**src/rtl/isp_pkg.sv**
```systemverilog
// rtl/isp_pkg.sv - shared pixel, FIFO entry and crop FSM types
package isp_pkg;

    typedef logic [23:0] rgb888_t;

    typedef struct packed {
        logic    sof;
        logic    eol;
        rgb888_t rgb;
    } fifo_entry_t;

    typedef enum logic [0:0] {
        ST_PASS = 1'b0,
        ST_DROP = 1'b1
    } crop_state_t;

    localparam int FIFO_ENTRY_W = $bits(fifo_entry_t);

endpackage

```
**src/rtl/sync_fifo_fwft.sv**
```systemverilog
// rtl/sync_fifo_fwft.sv - single-clock show-ahead FIFO, full checked before same-cycle pop
module sync_fifo_fwft #(
    parameter int WIDTH = 26,
    parameter int DEPTH = 16
) (
    input  logic                     clk,
    input  logic                     rstn,
    input  logic                     wr_en,
    input  logic [WIDTH-1:0]         wr_data,
    input  logic                     rd_en,
    output logic [WIDTH-1:0]         rd_data,
    output logic                     full,
    output logic                     empty,
    output logic [$clog2(DEPTH):0]   count
);

    localparam int AW = $clog2(DEPTH);

    logic [WIDTH-1:0] mem [DEPTH];
    logic [AW-1:0]    wr_ptr;
    logic [AW-1:0]    rd_ptr;
    logic             wr_ok;
    logic             rd_ok;

    // full/empty come from the registered count, so a write is refused when
    // full even if the head pops in the same cycle
    assign full    = (count == (AW+1)'(DEPTH));
    assign empty   = (count == '0);
    assign wr_ok   = wr_en && !full;
    assign rd_ok   = rd_en && !empty;
    assign rd_data = mem[rd_ptr];

    // storage array is not reset; the head is only observed while count != 0
    always_ff @(posedge clk) begin
        if (wr_ok) begin
            mem[wr_ptr] <= wr_data;
        end
    end

    // pointer and occupancy bookkeeping
    always_ff @(posedge clk or negedge rstn) begin
        if (!rstn) begin
            wr_ptr <= '0;
            rd_ptr <= '0;
            count  <= '0;
        end else begin
            if (wr_ok) begin
                wr_ptr <= wr_ptr + AW'(1);
            end
            if (rd_ok) begin
                rd_ptr <= rd_ptr + AW'(1);
            end
            case ({wr_ok, rd_ok})
                2'b10:   count <= count + (AW+1)'(1);
                2'b01:   count <= count - (AW+1)'(1);
                default: count <= count;
            endcase
        end
    end

endmodule

```
**src/rtl/rgb_win_crop.sv**
```systemverilog
// rtl/rgb_win_crop.sv - RGB888 window crop into show-ahead FIFO; optional WIN_CROP_FRAME_CNT_EN adds frame_cnt
module rgb_win_crop
    import isp_pkg::*;
#(
    parameter logic [10:0] RAW_HPIXEL = 11'd1936,
    parameter logic [10:0] RAW_VPIXEL = 11'd1088,
    parameter logic [10:0] WIN_X      = 11'd500,
    parameter logic [10:0] WIN_Y      = 11'd500,
    parameter logic [10:0] WIN_W      = 11'd640,
    parameter logic [10:0] WIN_H      = 11'd480,
    parameter int          FIFO_DEPTH = 16
) (
    input  logic        clk,
    input  logic        rstn,
    input  logic        in_href,
    input  logic [23:0] in_rgb,
    output logic        out_valid,
    input  logic        out_ready,
    output logic [23:0] out_rgb,
    output logic        out_sof,
    output logic        out_eol,
    output logic        ovf
`ifdef WIN_CROP_FRAME_CNT_EN
    ,
    output logic [15:0] frame_cnt
`endif
);

    localparam int          CNT_W = $clog2(FIFO_DEPTH) + 1;
    // window bounds widened to 12 bits so WIN_X+WIN_W cannot wrap
    localparam logic [11:0] X_LO  = {1'b0, WIN_X};
    localparam logic [11:0] X_HI  = {1'b0, WIN_X} + {1'b0, WIN_W} - 12'd1;
    localparam logic [11:0] Y_LO  = {1'b0, WIN_Y};
    localparam logic [11:0] Y_HI  = {1'b0, WIN_Y} + {1'b0, WIN_H} - 12'd1;

    logic [10:0]       h_cnt;
    logic [10:0]       v_cnt;
    logic [11:0]       h_ext;
    logic [11:0]       v_ext;
    logic              in_win;
    logic              at_origin;
    logic              pass_now;
    logic              fifo_wr;
    logic              overflow_hit;
    logic              fifo_full;
    logic              fifo_empty;
    logic [CNT_W-1:0]  fifo_count_unused;
    crop_state_t       state;
    fifo_entry_t       wr_entry;
    fifo_entry_t       head;

    assign h_ext     = {1'b0, h_cnt};
    assign v_ext     = {1'b0, v_cnt};
    assign in_win    = (h_ext >= X_LO) && (h_ext <= X_HI) &&
                       (v_ext >= Y_LO) && (v_ext <= Y_HI);
    assign at_origin = (h_cnt == 11'd0) && (v_cnt == 11'd0);
    // the (0,0) pixel that ends DROP is already judged under PASS rules
    assign pass_now  = (state == ST_PASS) || at_origin;

    assign fifo_wr      = in_href && pass_now && in_win && !fifo_full;
    assign overflow_hit = in_href && pass_now && in_win && fifo_full;

    assign wr_entry = '{sof: (h_cnt == WIN_X) && (v_cnt == WIN_Y),
                        eol: (h_ext == X_HI),
                        rgb: in_rgb};

    // raster position of the pixel currently on in_rgb
    always_ff @(posedge clk or negedge rstn) begin
        if (!rstn) begin
            h_cnt <= 11'd0;
            v_cnt <= 11'd0;
        end else if (in_href) begin
            if (h_cnt == RAW_HPIXEL - 11'd1) begin
                h_cnt <= 11'd0;
                v_cnt <= (v_cnt == RAW_VPIXEL - 11'd1) ? 11'd0 : v_cnt + 11'd1;
            end else begin
                h_cnt <= h_cnt + 11'd1;
            end
        end
    end

    // PASS/DROP: an overflow drops the rest of the frame to keep output frames whole
    always_ff @(posedge clk or negedge rstn) begin
        if (!rstn) begin
            state <= ST_PASS;
            ovf   <= 1'b0;
        end else if (in_href) begin
            if (overflow_hit) begin
                state <= ST_DROP;
                ovf   <= 1'b1;
            end else if (pass_now) begin
                state <= ST_PASS;
            end
        end
    end

`ifdef WIN_CROP_FRAME_CNT_EN
    // counts every raw frame start, independent of drop state
    always_ff @(posedge clk or negedge rstn) begin
        if (!rstn) begin
            frame_cnt <= 16'd0;
        end else if (in_href && at_origin) begin
            frame_cnt <= frame_cnt + 16'd1;
        end
    end
`endif

    sync_fifo_fwft #(
        .WIDTH (FIFO_ENTRY_W),
        .DEPTH (FIFO_DEPTH)
    ) u_fifo (
        .clk     (clk),
        .rstn    (rstn),
        .wr_en   (fifo_wr),
        .wr_data (wr_entry),
        .rd_en   (out_ready),
        .rd_data (head),
        .full    (fifo_full),
        .empty   (fifo_empty),
        .count   (fifo_count_unused)
    );

    // head fields are forced low while empty so stale storage never leaks out
    assign out_valid = !fifo_empty;
    assign out_rgb   = out_valid ? head.rgb : 24'd0;
    assign out_sof   = out_valid & head.sof;
    assign out_eol   = out_valid & head.eol;

endmodule
```
**config.mk**
```make
export PLATFORM = sky130hd
export DESIGN_NAME = rgb_win_crop
export DESIGN_NICKNAME = d
export VERILOG_FILES = /design/src/rtl/isp_pkg.sv /design/src/rtl/sync_fifo_fwft.sv /design/src/rtl/rgb_win_crop.sv
export SDC_FILE = /design/constraint.sdc
export NUM_CORES = 1
export LEC_CHECK = 0
export CAP_MARGIN = 15
export CORE_UTILIZATION = 55
export CTS_CLUSTER_DIAMETER = 50
export DETAILED_ROUTE_END_ITERATION = 12
export GPL_ROUTABILITY_DRIVEN = 0
export HOLD_SLACK_MARGIN = 0.1
export PLACE_DENSITY = 0.82
export REMOVE_ABC_BUFFERS = 1
export SLEW_MARGIN = 25
export SYNTH_ARGS = -nofsm -noshare
export SYNTH_HDL_FRONTEND = slang
export SYNTH_HIERARCHICAL = 1
export SYNTH_SLANG_ARGS = --single-unit
```
**constraint.sdc**
```tcl
create_clock -name clk -period 5.1 [get_ports clk]
set_input_delay 1.02 -clock clk [delete_from_list [all_inputs] [get_ports clk]]
set_output_delay 1.02 -clock clk [all_outputs]
set_load 0.005 [all_outputs]
```
==> results.md <==
- Status: finished clean
- Int Power: ~0.0076 W
- Slew Limit Headroom: 36.7%
- 1st-iter DRT viols: between 1,000 and 1,500
- Post-CTS Setup Repair Bufs: 0
- Post-synthesis sequential area ratio: 72.8%
- Post-route total power: 0.0108 W
- Unrepaired setup endpoints after global routing: no
- Die area: 0.0343 sq mm
- Depth of the most critical reg-to-reg path: 13
- Number of inserted diodes: 0
- Avg Cell Area, Syn: 17.8 sq um
- Post-route minimum period: 4830 ps
- Total global routing track utilization: 23.8%
- Number of pins with negative max-slew slack in the final report: 0
- Library cell used as clock root buffer: clkbuf_16
- Net switching share of the total power: 29.7%
- Total CTS buffers: 45
- End point of the most critical hold path: u_fifo/count[4]
- Tightest Hold Check Type: reg2reg
- CP Max Fanout: 31
- Number of enable flip-flop cells after synthesis: 416
- Share of the synthesized area in the top cell type: about two thirds
- Die width: roughly 190 um
- CTS tree: built
- Number of distinct library cell variants in the gate-level netlist after synthesis: 57
- Cell total after placement: between 1,500 and 2,000
- Final Hold Violating Endpoints: 0
- CTS resizes: 0
- Hold Path Depth: 1
- Clock latency reported for the late side of the worst-skew pair: 540 ps
- Worst path required time: 4080 ps
- Top flip-flop cell by instance count after synthesis: edfxtp_1
- Net count reported at finish: 1,152
- Row cnt: between 60 and 70
- Synth area leader: edfxtp_1
- Crit-path cells: nor2b_4, buf_4, a221oi_1, a22oi_1, nand2_1, nor2b_1, clkdlybuf4s50_1
- Final cell count without fillers: 1,587
- Number of primary I/O pins: 56
- Wire length of the first global-routing pass: approximately 60 mm
- Worst clock skew on the final layout: 15.3 ps
- WL/cell: about 25 um
- YS warnings: 6
- Power density over the cells: 513 mW/mm^2
- Reg-to-reg slack, setup: 1580 ps
- Maximum vdd drop: 307 uV
- Critical Path Max Stage Delay: 830 ps
- Post-DRT Antenna Nets: 0
- Share of final-layout standard cells stronger than drive strength 1: 15.8%
- Mapped Area: 0.0184 sq mm
- Number of global-route vias before repair: 10,000
- Leading cell type by number of instances after synthesis: edfxtp_1
- Kind of critical path: reg2out
- Via density: 6.34
- Arr. time, crit path: between 3000 and 4000 ps
- Largest cells by area after synthesis: edfxtp_1 (68%), mux4_2 (5.9%), mux2i_1 (5.8%)
- Via count: roughly 10,000
- Setup-violating endpoint count in the final report: 0
- Source of the worst hold timing path: u_fifo/count[4]
- Sw power: 0.00321 W
- Total grt overflow: 0
- Power share of the sequential group: 39.6%
- Slowest stage cell, crit path: nor2b_4
- Number of buffers and inverters on the critical path: 2
- Setup tns final: 0 ps
- Effective utilization at floorplan: 56.3%
- Maximum number of pins on one net before global-route repair: 53
- Endpoint of the most critical register-to-register path: u_fifo/count[4]
- # Max-Cap Violations: 0
- Clock Pin Slew Worst Setup and Hold Paths: 60 ps
- Category of cells accounting for the largest share of critical-path delay: simple AND/OR/NAND/NOR gates
- Height of the die: 185 um
- Most instantiated cells after synthesis: edfxtp_1 (416), mux2i_1 (106), nand2_1 (51)
- Port Buffers: between 50 and 60
- Core footprint: 0.0328 sq mm
- Combinational power share: between 20 and 30%
- Number of antenna violations at the first check in global routing: 1
- DRC errors left: 0
- Number of buffers inserted for hold repair after clock tree synthesis: 0
- Endpoint class of the critical path: primary output
- Core utilization of the finished layout: 64.3%
- Count of state elements after synthesis: 453
- Critical R2R Launch: v_cnt[7]
- Maximum buffer depth of the clock tree: 3
- Ys async rst share: 8.17%
- # clock sinks: 453
- Synthesized netlist cell count: 1,038
- Total wire length: 39.6 mm
- Highest clock frequency the design can meet: approximately 210 MHz
- Synthesis-to-layout area growth: 14.3%
- Total of fill cells in the finished design: 2,103
- Portion of total power attributed to the clock network: a little under a third
- Dpl hpwl: 23.1 mm
- Least-Margin Pin Slew: 944 ps
- Router iterations before antenna repair: 8
- Share of the clock period used by the worst path after layout: 94.7%
- Leakage dissipation: about 7.3 nW
- H-tree level count: 2
- CP startpoint kind: flip-flop
-- cell families (layout without fill, tap and decap cells) --
family                   count (synthesis)  count (layout)  synth area share (%)
buffers and inverters                   83             190                  2.50
AND/OR/NAND/NOR                        165             165                  4.86
multiplexers                           159             159                  12.2
AO/OA/AOI/OAI                          145             145                  5.74
XOR/XNOR                                19              19                 0.902
flip-flops                             453             453                  72.8
adder cells (fa/ha/maj)                 14              14                 0.991
-- worst max-delay path by stage --
stage,start,endpoint,cells after the start
after floorplan,u_fifo/rd_ptr[0],out_rgb[12],4
after detailed placement,in_href,u_fifo/count[4],14
after global placement,in_href,u_fifo/count[4],14
after CTS,u_fifo/rd_ptr[2],out_rgb[22],7
final,u_fifo/rd_ptr[2],out_rgb[22],7
after global routing,u_fifo/rd_ptr[2],out_rgb[16],7
-- through the flow --
stage / hold slack [ps] / cell area, sq um / worst slack (ps)
floorplan: 454 / 18100 / -2470
global placement: 490 / 19600 / 822
detailed placement: 500 / 19600 / 832
CTS: 519 / 21100 / 370
global route: 556 / 21100 / 151
finish: 518 / 21100 / 273
-- area by class of cell --
| type | instances | area (sq um) | area share [%] |
|---|---|---|---|
| Sequential cell | 453 | 13400 | 63.7 |
| Multi-Input combinational cell | 502 | 4700 | 22.3 |
| Clock buffer | 50 | 1150 | 5.48 |
| Timing Repair Buffer | 87 | 811 | 3.85 |
| Tap cell | 442 | 553 | 2.62 |
| Clock inverter | 32 | 358 | 1.70 |
| Inverter | 21 | 78.8 | 0.374 |
-- sequential cells by signal, indices dropped and copies added (netlist names) --
signal and count:
h_cnt 11, ovf 1, state 1, u_fifo/count 5, u_fifo/mem 416, u_fifo/rd_ptr 4
u_fifo/wr_ptr 4, v_cnt 11
-- routing by layer --
metal	vias to the layer above	GRT usage (%)	part of all wire (%)
met5	-	0	0.033
met3	87	6.25	11
met2	573	37.7	48
met1	5092	32.8	40
met4	2	6.71	2.1
li1	4311	-	-
-- layout by cell type, fill, tap and decap left out, drive strengths merged, types with 19 or more instances in the layout --
cell type / instances
nand2: 51
o21ai: 43
nor2: 22
buf: 33
nor2b: 31
clkbuf: 50
clkdlybuf4s50: 54
clkinv: 19
a22oi: 26
mux4: 52
inv: 24
mux2i: 106
dfrtp: 37
edfxtp: 416
a221oi: 52
-- power by group through the flow --
stage | Combinational (W) | Sequential, W | Clock [W]
final | 0.00317 | 0.00428 | 0.00336
after global routing | 0.00340 | 0.00429 | 0.00354
after CTS | 0.00315 | 0.00428 | 0.00340
after detailed placement | 0.00307 | 0.00436 | 0
after global placement | 0.00302 | 0.00435 | 0
after floorplan | 0.00190 | 0.00457 | 0
Power figures use the tool's default switching activity.
